[src/rtl/xnor4_bist.sv]
// rtl/xnor4_bist.sv - built-in self-test sweep controller for the XNOR block
module xnor4_bist #(
    parameter int WIDTH  = 4,
    parameter int SETTLE = 1
) (
    input  logic               clk,
    input  logic               rst,
    input  logic               start,
    output logic [WIDTH-1:0]   dut_a,
    output logic [WIDTH-1:0]   dut_b,
    input  logic [WIDTH-1:0]   dut_y,
    output logic               busy,
    output logic               done,
    output logic               pass,
    output logic [2*WIDTH:0]   err_count,
    output logic [WIDTH-1:0]   fail_a,
    output logic [WIDTH-1:0]   fail_b,
    output logic               fail_valid
);

    localparam int IW = 2 * WIDTH;
    localparam logic [3:0] SETTLE_LOAD = 4'(SETTLE - 1);

    typedef enum logic [1:0] {
        S_IDLE,
        S_DRIVE,
        S_CHECK,
        S_DONE
    } state_t;

    state_t        state;
    state_t        state_nxt;
    logic [IW-1:0] idx;
    logic [3:0]    settle_cnt;
    logic          mismatch;
    logic          last_vec;

    // Operands come straight from the registered index, so they only move when idx does.
    assign dut_a    = idx[IW-1:WIDTH];
    assign dut_b    = idx[WIDTH-1:0];
    assign mismatch = (dut_y != ~(dut_a ^ dut_b));
    assign last_vec = &idx;

    assign busy = (state == S_DRIVE) || (state == S_CHECK);
    assign done = (state == S_DONE);
    assign pass = done && (err_count == '0);

    always_comb begin
        state_nxt = state;
        case (state)
            S_IDLE, S_DONE: if (start) state_nxt = S_DRIVE;
            S_DRIVE:        if (settle_cnt == 4'd0) state_nxt = S_CHECK;
            S_CHECK:        state_nxt = last_vec ? S_DONE : S_DRIVE;
            default:        state_nxt = S_IDLE;
        endcase
    end

    always_ff @(posedge clk) begin
        if (rst) begin
            state      <= S_IDLE;
            idx        <= '0;
            settle_cnt <= 4'd0;
            err_count  <= '0;
            fail_a     <= '0;
            fail_b     <= '0;
            fail_valid <= 1'b0;
        end else begin
            state <= state_nxt;
            case (state)
                S_IDLE, S_DONE: begin
                    if (start) begin
                        idx        <= '0;
                        settle_cnt <= SETTLE_LOAD;
                        err_count  <= '0;
                        fail_a     <= '0;
                        fail_b     <= '0;
                        fail_valid <= 1'b0;
                    end
                end
                S_DRIVE: begin
                    if (settle_cnt != 4'd0)
                        settle_cnt <= settle_cnt - 4'd1;
                end
                S_CHECK: begin
                    if (mismatch) begin
                        err_count <= err_count + 1'b1;
                        if (!fail_valid) begin
                            fail_a     <= dut_a;
                            fail_b     <= dut_b;
                            fail_valid <= 1'b1;
                        end
                    end
                    // On the last vector idx stays put so the operands hold through DONE.
                    if (!last_vec) begin
                        idx        <= idx + 1'b1;
                        settle_cnt <= SETTLE_LOAD;
                    end
                end
                default: ;
            endcase
        end
    end

endmodule

[config.mk]
export PLATFORM = sky130hd
export DESIGN_NAME = xnor4_bist
export DESIGN_NICKNAME = d
export VERILOG_FILES = /design/src/rtl/xnor4_bist.sv
export SDC_FILE = /design/constraint.sdc
export NUM_CORES = 1
export LEC_CHECK = 0
export ABC_AREA = 1
export CORE_MARGIN = 1
export CORE_UTILIZATION = 56
export CTS_CLUSTER_DIAMETER = 80
export CTS_CLUSTER_SIZE = 40
export DETAILED_ROUTE_END_ITERATION = 10
export PLACE_DENSITY = 0.85
export SLEW_MARGIN = 20
export SYNTH_ARGS = -nofsm -noshare
export SYNTH_HDL_FRONTEND = slang
export SYNTH_SLANG_ARGS = --single-unit
[constraint.sdc]
create_clock -name clk -period 5.4 [get_ports clk]
set_clock_uncertainty 0.05 [all_clocks]
set_input_delay 0.81 -clock clk [delete_from_list [all_inputs] [get_ports clk]]
set_output_delay 0.81 -clock clk [all_outputs]
set_load 0.01 [all_outputs]
### After elaboration in Yosys (flattened, before gate mapping)

Cells that the tools add are included.

* add/subtract/negate cells: 3
* eq/ne operators: 10
* muxes and demuxes: 23
* bitwise logic cells: 2
* reductions and logical operators: 14

Operators with widths (count)
* $mux W4: 7
* $mux W9: 2
* $pmux W9 S2: 1
* $mux W8: 2
* $pmux W4 S2: 2
* $pmux W8 S2: 1
* $pmux W4 S3: 1
* $add A9 B1 Y9 const B: 1
* $logic_not A9 Y1: 1
* $reduce_and A3 Y1: 3
* $add A8 B1 Y8 const B: 1
* $ne A2 B2 Y1 const B: 4
* $reduce_and A8 Y1: 1
* $mux W2: 3
* $pmux W2 S3: 1
* $eq A2 B2 Y1 const B: 2
* $logic_not A4 Y1: 1
* $ne A2 B1 Y1 const B: 2
* $ne A4 B4 Y1: 1
* $not A4 Y4: 1
* $reduce_and A4 Y1: 1
* $reduce_bool A4 Y1: 1
* $sub A4 B1 Y4 const B: 1
* $xor A4 B4 Y4: 1
* other kinds (9): 10

* register bits: 32
* output and inout bits: 29
* word-level logic and storage cells: 59

### Logic depth before layout (Yosys ltp)

Gate-level depths: netlist of the first run.

* depth in word-level cells: 5
* gate-level depth with buffers: 12
* gate-level depth less buffers: 11

### Worst setup path after synthesis of the first run

OpenSTA, ideal clock, no wires.

* path kind: reg2out
* start: register state[0]
* end: output pass
* arrival time: 1.073 ns
* data required time: 4.540 ns
* slack: 3.467 ns
* stages on the path, launching flop included: 4
* buffers on the path: 0
* cells stage by stage: dfxtp_1 -> ha_1 -> nand3_1 -> nor4_1

* cells in the longest elaborated chain, start to end: 2

Ends and longest elaborated chain
* from (decl): line 31 `state_t state;`
* from (signal assigned): line 68 `state <= state_nxt;`
* $eq A2 B2 Y1: line 45 `assign done = (state == S_DONE);`
* named net done: line 13 `output logic done,`
* $logic_and A1 B1 Y1: line 46 `assign pass = done && (err_count == '0);`
* to (decl): line 14 `output logic pass,`

The timed path passes the listed nets, and every way through them passes these cells.

### Final worst setup path of the first run

* start: register state[0]
* end: output pass

* cells in the longest elaborated chain, start to end: 2

Ends and longest elaborated chain (line)
* $eq A2 B2 Y1: 45
* $logic_and A1 B1 Y1: 46

No other way between the ends.

==> results.cfg, run 1 <==
[clock_tree]
cts_buffers = 5
cts_resized = 0
cts_tree = done
cts-root-buf = clkbuf_4
h-tree-depth = 2
clk_pin_slew_ps = 100
clk_path_buf_depth = 2
cts_hold_buf = 0
cts_setup_buffers = 0
clock_latency_ps = 340
cts.sinks = 32

[synth]
ys_warn_count = 0
ys_ff_latch = 32
synth.distinct_cells = 26
synthesis.nets = 324
synth-seq-area-share_pct = 32.90
synth.avg_cell_area_um2 = 6.321
postSynthCellCount = 308
syn_area_um2 = 1947

[routing]
first_pass_iters = 4
wl_per_cell_um = 10.75
drt-total-wl_um = 4182
ant_nets = 0
vias = 1958
drt_first_iter_violations = 117
viasPerCell = 5.033
drc_errors = 0

[timing]
rsz0062_at_grt = no
fin_crit_ps = 2789
worst_pin_slew_ps = 694.4
finalHoldViolCount = 0
slew_headroom_pct = 53.58
totalNegativeSetupSlack_ps = 0
finalCritPeriodShare_pct = 51.65
final_max_slew_viol_count = 0
fin_ws_ps = 2611
setup_violations = 0
fmax_ghz = 0.3585

[final_layout]
mostFrequentLayoutCells = 92 x nand2_1, 51 x inv_1, 35 x clkdlybuf4s50_1
fin_util_pct = 71.24
final_nets = 358
drive_above_1_share_pct = 3.790
final_common_cell = nand2_1
synthToLayoutAreaGrowth_pct = 22.11
antennaDiodeCount = 0

[grt]
grt_pass1_wl_um = 6679
grt_max_degree = 21
grt_usage_pct = 24.46
grt.overflow.total = 0
antenna_found_initial = 0
grt_pass1_vias = 1588

[worst_hold_path]
min_from = settle_cnt[1]
worstHoldEndpoint = settle_cnt[1]
hp-class = reg2reg
min_path_cells = 2

[die]
die_x_um = 60.96
die_area_um2 = 3716
initial_core_util_pct = 58.34
floorplan.die.height_um = 60.96
core_area_um2 = 3337
io_pins = 36
rows = 21

[critical_path]
reg2reg_slack_ps = 2880
r2r_end = idx[3]
reg2regPathDepth = 7
cp_max_fo = 4
worstPathRequired_ps = 4540
critPathLaunchType = register
endpoint_kind = primary output
worstPathArrival_ps = 1930
path_class = reg2out
reg2reg_from = state[0]

[placement]
io_buffers = 35
dpl.hpwl_um = 3047
gp_congestion = 0.9216
pre_cts_slack_ps = 2524

[status]
status = finished clean

[power_and_ir_drop]
powerDensity_nw_per_um2 = 451.1
ir_drop_mv = 0.2226
power_mw = 1.072
p_leak_nw = 1.045

[flow_run]
max_cap_viol_count = 0
[routing by layer]
| metal | routed length, µm | track usage (%) | part of all wire (%) |
|---|---|---|---|
| met5 | 0 | 0 | 0 |
| met4 | 34 | 8.766 | 0.81 |
| met3 | 252 | 6.397 | 6.0 |
| met2 | 1955 | 38.62 | 47 |
| met1 | 1939 | 32.25 | 46 |
[power by group]
group | switching, mW | total, mW | internal [mW]
Combinational | 0.320 | 0.542 | 0.222
Clock | 0.0862 | 0.183 | 0.0970
Sequential | 0.0508 | 0.347 | 0.296
[logic make-up (layout without fill, tap and decap cells)]
kind of cell / Yosys count / count (layout) / share of synthesized area (%)
and+or+nand+nor: 169 / 169 / 37.15
xor gates and xnor gates: 5 / 5 / 2.250
adders and majority gates: 9 / 9 / 5.784
AOI/OAI and AO/OA: 31 / 31 / 8.741
buffers and inverters: 62 / 97 / 13.17
DFF: 32 / 32 / 32.90
[cell type report]
cell class,instances,area [µm²]
clock buffer,6,41.29
clock inverter,2,35.03
fill,293,959.7
inverter,54,202.7
multi-input combinational,214,1050
sequential,32,640.6
tap,46,57.56
timing repair buffer,35,350.3
[through the flow]
stage          std cells  hold WS (ps)  cell area (µm²)
2_1_floorplan        308         402.6             1947
3_3_place_gp         381         418.0             2301
3_5_place_dp         381         430.1             2301
4_1_cts              389         445.6             2377
5_1_grt              389         463.2             2377
6_report             389         439.4             2377
[synthesized netlist by cell type (all sizes together)]
| cell type | count | share of area (%) |
|---|---|---|
| nand2 | 93 | 18 |
| nor4 | 1 | 0.32 |
| nor2 | 33 | 6.4 |
| o21ai | 8 | 2.1 |
| nand4 | 11 | 3.5 |
| nor3b | 3 | 1.4 |
| a211oi | 1 | 0.39 |
| inv | 54 | 10 |
| xnor2 | 2 | 0.90 |
| buf | 5 | 2.2 |
| a31oi | 1 | 0.32 |
| nand3 | 21 | 5.4 |
| xor2 | 3 | 1.3 |
| ha | 9 | 5.8 |
| nor3 | 5 | 1.3 |
| clkbuf | 3 | 0.58 |
| nand3b | 2 | 0.77 |
| dfxtp | 32 | 33 |
| a21oi | 21 | 6.0 |
[worst max path at each step]
stage	start	endpoint	slack, ps	cells past startpoint
3_3_place_gp	dut_y[3]	fail_b[3]	2580	10
3_5_place_dp	dut_y[3]	fail_b[1]	2520	10
4_1_cts	state[0]	pass	2590	4
5_1_grt	state[0]	pass	2470	4
2_1_floorplan	state[0]	pass	3470	3
6_report	state[0]	pass	2610	4
[flip-flops by register name (all words and copies together) (netlist names)]
name        count
state           2
fail_b          4
settle_cnt      4
fail_a          4
err_count       9
fail_valid      1
idx             8
[critical path, stage by stage (launching register included)]
cell,delay [ps]
dfxtp_1,400
ha_1,210
nand3_1,90
nor4_1,290
clkdlybuf4s50_1,600
No activity file was read; power rests on OpenSTA's default activity.
==> run 2: changes to the inputs <==
CORE_UTILIZATION = 47   (was 56)
PLACE_DENSITY = 0.76   (was 0.85)
clock period = 2.2 ns   (was 5.4 ns; I/O delays follow)
==> results.cfg, run 2 (synthesized netlist as in run 1, its figures left out) <==
[status]
status = finished clean

[critical_path]
cp_max_fo = 8
critPathLaunchType = register
reg2reg_from = state[0]
startpoint = state[0]
reg2regPathDepth = 8
worstPathArrival_ps = 2050
path_class = reg2reg
worstPathRequired_ps = 2310
endpoint_kind = register

[routing]
vias = 1982
drt_first_iter_violations = 176
wl_per_cell_um = 10.96
ant_nets = 0
viasPerCell = 4.943
first_pass_iters = 4
drc_errors = 0
drt-total-wl_um = 4394

[timing]
final_max_slew_viol_count = 0
setup_violations = 0
fmax_ghz = 0.5154
fin_crit_ps = 1940
rsz0062_at_grt = no
finalCritPeriodShare_pct = 88.20
slew_headroom_pct = 74.36
finalHoldViolCount = 0
worst_pin_slew_ps = 383.5
totalNegativeSetupSlack_ps = 0

[power_and_ir_drop]
pwr-share-seq_pct = 30.4
ir_drop_mv = 0.7256
powerDensity_nw_per_um2 = 1109
power.switching_mw = 1.148
p_clk_share_pct = 16.9
intPower_mw = 1.589
comb_power_share_pct = 52.6
p_leak_nw = 1.128
switching_share_pct = 41.94

[final_layout]
antennaDiodeCount = 0
synthToLayoutAreaGrowth_pct = 26.80
regMostFlops = err_count
largest_reg_flops = 9
final_common_cell = nand2_1
drive_above_1_share_pct = 6.553
final_nets = 366
mostFrequentLayoutCells = 92 x nand2_1, 51 x inv_1, 33 x nor2_1, 33 x clkdlybuf4s50_1, 32 x dfxtp_1
reg_top3 = err_count (9), idx (8)
fin_cells = 401

[worst_hold_path]
hp-class = reg2reg
min_from = settle_cnt[1]
min_path_cells = 2

[die]
floorplan.die.height_um = 66.36
io_pins = 36
initial_core_util_pct = 48.67
die_area_um2 = 4404
core_area_um2 = 4000
rows = 23
die_x_um = 66.36

[clock_tree]
clk_path_buf_depth = 2
cts_buffers = 5
clock_latency_ps = 280
h-tree-depth = 2
cts-root-buf = clkbuf_8
cts.sinks = 32
clk_pin_slew_ps = 70
cts_hold_buf = 0
cts_tree = done

[flow_run]
max_cap_viol_count = 0

[placement]
io_buffers = 35
gp_congestion = 0.8649
dpl.hpwl_um = 3277
dpl.cell_count = 393

[grt]
antenna_found_initial = 0
grt.overflow.total = 0
grt_pass1_wl_um = 7672
grt_usage_pct = 22.22
grt_pass1_vias = 1823
grt_max_degree = 18
-- run 2: changes by cell type in the layout (fill, tap and decap cells not counted), sizes merged --
| cell | change |
|---|---|
| buf | +8 |
| bufinv | -1 |
| clkdlybuf4s50 | -2 |
| clkinv | +1 |
| dlymetal6s2s | +2 |
-- run 2: timing repair --
| action | in CTS | in global routing |
|---|---|---|
| resized for setup | 0 | 3 |
| setup buffers | 0 | 0 |
| endpoints found under the setup margin | 0 | 9 |
-- run 2: final timing paths --
kind,endpoint,slack (ps)
min,settle_cnt[1],440
min reg2reg,settle_cnt[1],440
max reg2reg,idx[2],260
max,idx[2],260
-- run 2: layer usage --
| layer | up-vias | wire length, µm | GRT usage [%] |
|---|---|---|---|
| met5 | - | 0 | 0 |
| met4 | 0 | 47 | 7.181 |
| met2 | 52 | 1973 | 36.61 |
| met3 | 6 | 181 | 4.310 |
| met1 | 875 | 2192 | 28.87 |
| li1 | 1049 | - | - |
-- run 2: area by class of cell --
| class | instances | area (µm²) |
|---|---|---|
| Multi-Input combinational cell | 214 | 1055 |
| Timing Repair Buffer | 43 | 415.4 |
| Tap cell | 50 | 62.56 |
| Inverter | 54 | 202.7 |
| Sequential cell | 32 | 640.6 |
| Clock buffer | 6 | 82.58 |
| Clock inverter | 2 | 10.01 |
| Fill cell | 400 | 1531 |
-- run 2: stage by stage --
step / total power [mW] / hold WS [ps] / setup WS [ps] / instance area, µm² / util (%)
2_1_floorplan: 1.785 / 349.1 / 282.7 / 1947 / -
5_1_grt: 3.003 / 480.1 / 55.08 / 2469 / 61.71
4_1_cts: 2.747 / 440.0 / 4.792 / 2459 / 61.46
3_3_place_gp: 2.252 / 423.0 / 167.4 / 2366 / 59.15
3_5_place_dp: 2.280 / 430.3 / 165.2 / 2366 / 59.15
6_report: 2.737 / 439.1 / 259.6 / 2469 / 61.71
-- run 2: power groups by stage --
stage,registers (mW),logic [mW],clock network [mW]
6_report,0.833,1.44,0.464
5_1_grt,0.853,1.66,0.494
4_1_cts,0.835,1.44,0.469
3_5_place_dp,0.848,1.43,0
3_3_place_gp,0.841,1.41,0
2_1_floorplan,0.890,0.895,0
-- run 2: critical path, stage by stage (launching register included) --
cell     delay (ps)
dfxtp_1         380
inv_1            70
ha_1            290
inv_1           150
nor2_1          120
a21oi_4         130
nand2_1         180
o21ai_1         370
nor3b_2          90
==> run 3: changes to the inputs <==
CTS_CLUSTER_SIZE = 20   (was 40)
==> results of run 3 <==
Final layout, timing and power as in run 2 (identical DEF).
==> RTL change: new RTL, settings of run 2 <==
Change the parameter `WIDTH` from 4 to 6.
--- a/src/rtl/xnor4_bist.sv
+++ b/src/rtl/xnor4_bist.sv
@@ -1,6 +1,6 @@
 // rtl/xnor4_bist.sv - built-in self-test sweep controller for the XNOR block
 module xnor4_bist #(
-    parameter int WIDTH  = 4,
+    parameter int WIDTH  = 6,
     parameter int SETTLE = 1
 ) (
     input  logic               clk,
Interface: changed (6 resized); port bits go from 36 to 50. The function was not compared with the original's and may differ.
==> RTL change against run 2 <==
  * Global-route usage is 3.8 points higher
  * Routed wire length is 77% higher
  * Combinational power is 57% lower
  * Synthesized cell count is 45% higher
  * Area after synthesis is 44% higher
  * Clock power is 41% higher
  * Power is 21% lower
  * Cell count is 43% higher
  * Sequential cell count is 12 higher
  * Final area is 43% higher
  * Count of clock-buffer cells in the layout is 1 lower
  * Setup slack worse by 0.15 ns
==> RTL change: results (changes against run 2) <==
Clocking
  • Clk slew on worst S/H paths: 0.09 ns (+0.02 ns)
  • PostCTS Resize Cnt: 1 (+1)
  • Worst skew pair latency: 0.31 ns (+0.03 ns)
  • CTS Buffer Depth: 2 (unchanged)
  • Clk root buf: clkbuf_8

GRT
  • Met2 usage: 41.81% (+5.2 points)
  • Met3 usage: 4.483% (+0.17 points)
  • Largest net degree at the start of global routing: 23 (+5)
  • Vias in the first global route: 2743 (+50%)
  • Global-route wire length before repair: 12.75 mm (+66%)
  • Global Route met1 Usage: 34.84% (+6.0 points)
  • GRT Overall Usage: 25.97% (+3.8 points)
  • Number of antenna violations at the first check in global routing: 0 (unchanged)

Placed design
  • Post-DP HPWL: 5.644 mm (+72%)
  • Dpl ws: 0.1214 ns (-0.04371 ns)
  • Gpl congestion: 0.9405 (+8.7%)
  • Post-DP Area: 0.003400 mm^2 (+44%)
  • Placed cell count: 564 (+44%)
  • Port Buffers: 49 (+40%)

Timing
  • Crit path time final: 2.085 ns (+0.1450 ns)
  • Min Hold Slack: 0.4154 ns (-0.02370 ns)
  • Slew headroom: 71.91% (-2.5 points)

Cells and area
  • Nets: 517 (+41%)
  • Largest registers: err_count: 13 flops, idx: 12 flops
  • Share of cells above drive strength 1: 8.000% (+1.4 points)
  • Fillcell total: 541 (+35%)
  • Ant. Diodes: 0 (unchanged)

Critical path
  • Crit Path Max Fanout: 5 (-3)
  • Delay-heaviest family, CP: buffers and inverters
  • Critical Path End: busy
  • Worst Path Arrival: 1.71 ns (-0.34 ns)
  • RR Endpoint: fail_a[2]
  • Crit Reg-Reg Startpoint: idx[0]
  • Slowest stage delay, CP: 0.53 ns (+0.15 ns)
  • FF-to-FF setup slack: 0.21 ns (-0.05 ns)
  • Worst path slowest cell: clkdlybuf4s50_1
  • R2R depth: 12 (+4)

Drt
  • Drt initial violations: 272 (+55%)
  • Vias after detailed routing: 3059 (+54%)
  • WL final: 7.774 mm (+77%)
  • Met2 WL post-DR: 3.639 mm (+84%)
  • WL met3: 445 um (+150%)
  • DR vias/cell: 5.348 (+8.2%)
  • M1 wire length: 3.560 mm (+62%)

Hold path
  • Worst Hold Launch: fail_b[2]
  • Hold endpoint: fail_b[2]
  • Hold Crit Class: flop to flop

Logic synthesis
  • Synth area leaders: dfxtp_1, nand2_1, inv_1, a21oi_1, nor2_1
  • Post-synthesis async set-or-reset flop share: 0% (unchanged)
  • Most frequent cells after synthesis: nand2_1, inv_1, nor2_1
  • Mapped Avg Cell Area: 6.264 um^2 (-0.90%)
  • Post-synthesis net count: 465 (+44%)
  • Post-synthesis sequential area ratio: 31.46% (-1.4 points)
  • Netlist cell types: 29 (+12%)

Power and ir drop
  • Worst vdd ir: 0.4068 mV (-44%)
  • Static leakage: 1.396 nW (+24%)

Status
  • Status: completed
RTL change: layout make-up:
type / count / area [um^2] / share of cell area (%)
multi-input combinational: 323 / 1615 / 45.73
sequential: 44 / 880.8 / 24.94
timing repair buffer: 63 / 594.3 / 16.83
inverter: 62 / 235.2 / 6.660
tap: 72 / 90.09 / 2.550
clock buffer: 5 / 68.82 / 1.948
clock inverter: 3 / 47.55 / 1.346
RTL change: report_power, final:
group | switching [mW] | total (mW) | internal [mW]
sequential | 0.0397 | 0.877 | 0.838
clock | 0.310 | 0.652 | 0.342
combinational | 0.406 | 0.626 | 0.220
total | 0.755 | 2.16 | 1.40
RTL change: kinds of logic after synthesis:
| family | after synthesis | synth area share [%] |
|---|---|---|
| and+or+nand+nor | 249 | 39.28 |
| adders and majority gates | 9 | 4.022 |
| AOI/OAI and AO/OA | 51 | 9.473 |
| DFF | 44 | 31.46 |
| buffers and inverters | 80 | 11.39 |
| xor gates and xnor gates | 14 | 4.379 |
